**src/rtl/bt656_half_scaler.sv**
```systemverilog
// Halves a BT.656 decoded 4:2:2 stream: keeps one field and averages pixel pairs,
// packing two scaled pixels per 32-bit FIFO word.
module bt656_half_scaler #(
    parameter int FIELD_SEL = 0,
    parameter int IN_WIDTH  = 720
) (
    input  logic        clk,
    input  logic        rst_n,
    input  logic [15:0] yc_data_in,
    input  logic        de_in,
    input  logic        hs_in,
    input  logic        vs_in,
    input  logic        field_in,
    input  logic        is_pal_in,
    input  logic        fifo_full,
    output logic        wr_en,
    output logic [31:0] wr_data,
    output logic        frame_start,
    output logic        line_done,
    output logic [8:0]  line_cnt,
    output logic        overflow
);

    localparam int CW = $clog2(IN_WIDTH + 1);
    localparam logic [CW-1:0] PIX_LIMIT = CW'(IN_WIDTH);
    localparam logic KEEP_FIELD = FIELD_SEL[0];

    typedef enum logic [1:0] {WAIT_VS, WAIT_LINE, ACTIVE} state_t;

    state_t          state_q, state_d;
    logic            vs_q, de_q;
    logic [CW-1:0]   pix_q, pix_d;
    logic [2:0][7:0] y_q, y_d, c_q, c_d;
    logic            word_valid_q, word_valid_d;
    logic [31:0]     wr_data_q, wr_data_d;
    logic            frame_start_q, frame_start_d;
    logic            line_done_q, line_done_d;
    logic [8:0]      line_cnt_q, line_cnt_d;
    logic            overflow_q, overflow_d;

    logic       vs_rise, vs_fall, de_rise, de_fall;
    logic [7:0] y_in, c_in;
    logic [8:0] lines_per_field;
    logic       unused_hs;

    assign unused_hs       = hs_in;
    assign vs_rise         = vs_in & ~vs_q;
    assign vs_fall         = ~vs_in & vs_q;
    assign de_rise         = de_in & ~de_q;
    assign de_fall         = ~de_in & de_q;
    assign y_in            = yc_data_in[15:8];
    assign c_in            = yc_data_in[7:0];
    assign lines_per_field = is_pal_in ? 9'd288 : 9'd240;

    // Rounded mean; the 9-bit sum keeps 0xFF+0xFF+1 from wrapping.
    function automatic logic [7:0] avg(input logic [7:0] a, input logic [7:0] b);
        logic [8:0] sum;
        sum = {1'b0, a} + {1'b0, b} + 9'd1;
        return sum[8:1];
    endfunction

    always_comb begin
        state_d       = state_q;
        pix_d         = pix_q;
        y_d           = y_q;
        c_d           = c_q;
        word_valid_d  = 1'b0;
        wr_data_d     = wr_data_q;
        frame_start_d = 1'b0;
        line_done_d   = 1'b0;
        line_cnt_d    = line_cnt_q;
        overflow_d    = overflow_q | (word_valid_q & fifo_full);

        case (state_q)
            WAIT_VS: begin
                if (vs_fall && field_in == KEEP_FIELD) begin
                    state_d       = WAIT_LINE;
                    line_cnt_d    = '0;
                    overflow_d    = 1'b0;
                    frame_start_d = 1'b1;
                end
            end
            WAIT_LINE: begin
                if (vs_rise) begin
                    state_d = WAIT_VS;
                end else if (de_rise) begin
                    state_d = ACTIVE;
                    pix_d   = CW'(1);
                    y_d[0]  = y_in;
                    c_d[0]  = c_in;
                end
            end
            ACTIVE: begin
                if (vs_rise) begin
                    state_d = WAIT_VS;
                end else if (de_fall) begin
                    line_done_d = 1'b1;
                    line_cnt_d  = line_cnt_q + 9'd1;
                    state_d     = (line_cnt_d == lines_per_field) ? WAIT_VS : WAIT_LINE;
                end else if (de_in && pix_q < PIX_LIMIT) begin
                    pix_d = pix_q + 1'b1;
                    // p3 is used straight from the input so the word is ready on its edge.
                    case (pix_q[1:0])
                        2'd0: begin y_d[0] = y_in; c_d[0] = c_in; end
                        2'd1: begin y_d[1] = y_in; c_d[1] = c_in; end
                        2'd2: begin y_d[2] = y_in; c_d[2] = c_in; end
                        2'd3: begin
                            word_valid_d = 1'b1;
                            wr_data_d    = {avg(y_q[2], y_in), avg(c_q[1], c_in),
                                            avg(y_q[0], y_q[1]), avg(c_q[0], c_q[2])};
                        end
                    endcase
                end
            end
            default: state_d = WAIT_VS;
        endcase
    end

    always_ff @(posedge clk or negedge rst_n) begin
        if (!rst_n) begin
            state_q       <= WAIT_VS;
            vs_q          <= 1'b0;
            de_q          <= 1'b0;
            pix_q         <= '0;
            y_q           <= '0;
            c_q           <= '0;
            word_valid_q  <= 1'b0;
            wr_data_q     <= '0;
            frame_start_q <= 1'b0;
            line_done_q   <= 1'b0;
            line_cnt_q    <= '0;
            overflow_q    <= 1'b0;
        end else begin
            state_q       <= state_d;
            vs_q          <= vs_in;
            de_q          <= de_in;
            pix_q         <= pix_d;
            y_q           <= y_d;
            c_q           <= c_d;
            word_valid_q  <= word_valid_d;
            wr_data_q     <= wr_data_d;
            frame_start_q <= frame_start_d;
            line_done_q   <= line_done_d;
            line_cnt_q    <= line_cnt_d;
            overflow_q    <= overflow_d;
        end
    end

    // A full FIFO suppresses the strobe in the very cycle the word is presented.
    assign wr_en       = word_valid_q & ~fifo_full;
    assign wr_data     = wr_data_q;
    assign frame_start = frame_start_q;
    assign line_done   = line_done_q;
    assign line_cnt    = line_cnt_q;
    assign overflow    = overflow_q;

endmodule

```
**config.mk**
```make
export PLATFORM = sky130hd
export DESIGN_NAME = bt656_half_scaler
export DESIGN_NICKNAME = d
export VERILOG_FILES = /design/src/rtl/bt656_half_scaler.sv
export SDC_FILE = /design/constraint.sdc
export NUM_CORES = 1
export LEC_CHECK = 0
export ABC_AREA = 1
export CAP_MARGIN = 20
export CORE_ASPECT_RATIO = 0.9
export CORE_MARGIN = 4
export CORE_UTILIZATION = 60
export CTS_BUF_LIST = sky130_fd_sc_hd__clkbuf_8
export DETAILED_ROUTE_END_ITERATION = 8
export PLACE_DENSITY = 0.89
export SYNTH_ARGS = -nofsm -noshare
export SYNTH_HDL_FRONTEND = slang
export SYNTH_SLANG_ARGS = --single-unit
```
**constraint.sdc**
```tcl
create_clock -name clk -period 4.1 [get_ports clk]
set_clock_uncertainty 0.05 [all_clocks]
set_input_delay 0.82 -clock clk [delete_from_list [all_inputs] [get_ports clk]]
set_output_delay 0.82 -clock clk [all_outputs]
set_load 0.02 [all_outputs]
```
==> impl_results.md <==
* Initial core utilization at 0.620
* Pwr Total at 0.00458 W
* Synth top cells by count: nand2_1 (158), dfrtp_1 (107), inv_1 (69)
* TritonCTS clock tree: yes
* Routed wire length at 12,300 um
* Hold-fix buffers, CTS at 0
* Critical path's slowest cell: clkdlybuf4s50_1
* Setup Fix Bufs, Post-CTS at 0
* Total die area at approximately 11,000 um^2
* Layout cells sized above 1 at 0.0776
* VDD IR-drop max at 0.320 mV
* Count leader, synth: nand2_1
* NumNets Final at 766
* Antenna diodes at 0
* Hold crit path type: flop to flop
* Slowest stage delay, CP at 0.60 ns
* H-tree depth at 3
* Clk buf depth at 2
* Num CTS Buffers at 9
* Largest net degree at the start of global routing at 64
* DR WL/cell at 14.8 um
* Yosys top cell by area: dfrtp_1
* Worst Path Buf+Inv at 2
* Vias per cell at ~5.5
* GR Overflow Total at 0
* Sw Ratio at 0.419
* Drt drc at 0
* Delay-heaviest family, CP: buffers and inverters
* Dominant cells by area after synthesis: dfrtp_1 (47%), nand2_1 (10%), ha_1 (7.5%), inv_1 (4.6%), o21ai_1 (3.3%)
* CP cell instances: clkdlybuf4s50_1, nor2_1, clkdlybuf4s50_1
* Fmax at 0.356 GHz
* Critical Path RT at 3.23 ns
* Area growth from synthesis to final layout at 16.1%
* Final cycle utilization of the critical path at 0.686
* Worst slew pin tran at between 1 and 1.5 ns
* Vias in the first global route at 4,403
* Root Driver: clkbuf_8
* Number of port buffers at 67
* Worst skew pair latency at 0.37 ns
* Die X at between 100 and 150 um
* Post-cts sizing count at 0
* Most used cell, CP: clkdlybuf4s50_1
* Status: finished, final reports clean
* Post-route antenna net violation count at 0
* Clock Sinks at 107
* Number of max-cap violations at 0
* Initial antenna violation count at 0
* DR pass1 iterations at 5
* Cells after Synth at 641
* Combinational share of power at 0.480
* Synthesized area at 5680 um^2
* Unique masters post-synth at 35
* Boundary Pins at 69
* Ys async rst share at 1.00
* Final Critical Period at 2.81 ns
* Pleak at 3.17 nW
* Fillers at 660
* Global placer's final weighted congestion at 0.875
* WS Path Type: input pin to output pin
* Sequential Area at 2680 um^2
* Routed vias at 4,576
* Total negative slack at 0 ns
* Seq/Total Area, Yosys at 0.471
* Multi-input logic area at 2600 um^2
* Crit path max fanout at 2
* Setup-failing EPs final at 0
* Final HPWL DP at between 8000 and 9000 um
* Syn Nets at between 700 and 800
* Clk pwr share at 0.152
* Cell Int Power at 0.00266 W
* Worst path arrival time at approximately 1.9 ns
* Rel. slew slack at 0.275
* # rows at 33
* Total GRT Usage at 0.226
* Avg Cell Area, Syn at around 8.9 um^2
* Worst Setup End Kind: output pin
* EDFF count, synth at 0
* Placement Setup Slack at 1.17 ns
* Count of final hold-check violations at 0
* PnR worst setup slack at 1.29 ns
* Core Box Area at 9170 um^2
* RSZ-0062 raised after global routing: no
* Flop pwr share at 0.368
* Max-slew violation count at 0
* Global-route wire length before repair at 20,700 um
* Synth warn at 0
* Die Y at about 100 um
* CTS clock-pin slew for the worst setup and hold paths at 0.10 ns
* Drt initial violations at 278
* Seq cells post-synth at between 100 and 150
* Net switching power at 0.00192 W
* Startpoint Class: input pin
* Power Dens Cells at about 700 nW/um^2
* Main synth FF type: dfrtp_1
* Top-area cell type share of the netlist area at 0.471
worst min-delay path, stage by stage (launching register included):
cell	delay (ns)
dfrtp_1	0.36
nand2_1	0.05
nand2_1	0.05
state kept, by name, summed over array words and instances (netlist names):
register      cells
state_q           2
line_cnt          9
frame_start       1
word_valid_q      1
de_q              1
y_q              24
c_q              24
vs_q              1
overflow          1
line_done         1
wr_data          32
pix_q            10
stage by stage:
stage | utilization | instance area, um^2 | instances | hold slack, ns
after global routing | 0.720 | 6600 | 831 | 0.448
after CTS | 0.720 | 6600 | 831 | 0.432
after global placement | 0.697 | 6390 | 815 | 0.405
final | 0.720 | 6600 | 831 | 0.434
after detailed placement | 0.697 | 6390 | 815 | 0.409
after floorplan | - | 5680 | 641 | 0.406
worst paths after layout:
path / startpoint / slack [ns] / end / cells past startpoint
max in group asynchronous: rst_n / 2.67 / wr_data[24]$_DFFE_PN0P_ / 2
hold reg to reg: wr_data[16]$_DFFE_PN0P_ / 0.43 / wr_data[16]$_DFFE_PN0P_ / 2
hold / removal: wr_data[16]$_DFFE_PN0P_ / 0.43 / wr_data[16]$_DFFE_PN0P_ / 2
min in group asynchronous: rst_n / 0.48 / pix_q[8]$_DFFE_PN0P_ / 1
setup reg to reg: state_q[0]$_DFFE_PN0P_ / 1.78 / wr_data[28]$_DFFE_PN0P_ / 6
setup / recovery: fifo_full / 1.29 / wr_en / 3
placed cells by master, fill, tap and decap left out, drive strengths merged, types with 4 or more instances in the layout:
cell type and instances:
o21bai 5, dfrtp 107, nor2 31, inv 75, o21ai 87, xor2 15
clkbuf 9, a21oi 26, nor3 5, or2 4, ha 34, o22ai 6
nand4 8, fa 4, clkdlybuf4s50 66, nand2 166, o31ai 7, nand3 30
xnor2 14
power by group through the flow:
stage	combinational, W	clock (W)	sequential, W
floorplan	0.00139	0	0.00182
global placement	0.00206	0	0.00167
detailed placement	0.00217	0	0.00170
CTS	0.00220	0.000698	0.00168
global route	0.00244	0.000745	0.00173
finish	0.00220	0.000695	0.00168
area by class of cell:
class                   instances  area share
flip-flops and latches        107       0.406
clock buffers                   9      0.0188
clock inverters                 7      0.0129
multi-input cells             444       0.393
inverters                      73      0.0427
well taps                     122      0.0231
repair buffers                 69       0.104
metal layers:
layer	up-vias	GRT usage	wire length (um)
met5	-	0	0
met4	0	0.0625	231
met1	2205	0.292	5310
met3	23	0.0506	658
met2	137	0.390	6100
li1	2211	-	-
cell families (layout without fill, tap and decap cells):
group                      count (synthesis)  count (layout)  share of synthesized area
AOI/OAI and AO/OA                        131             131                      0.135
buffers and inverters                     90             158                     0.0720
adders and majority gates                 38              38                     0.0889
DFF                                      107             107                      0.471
xor gates and xnor gates                  29              29                     0.0447
and+or+nand+nor                          246             246                      0.188
Power figures use the tool's default switching activity.
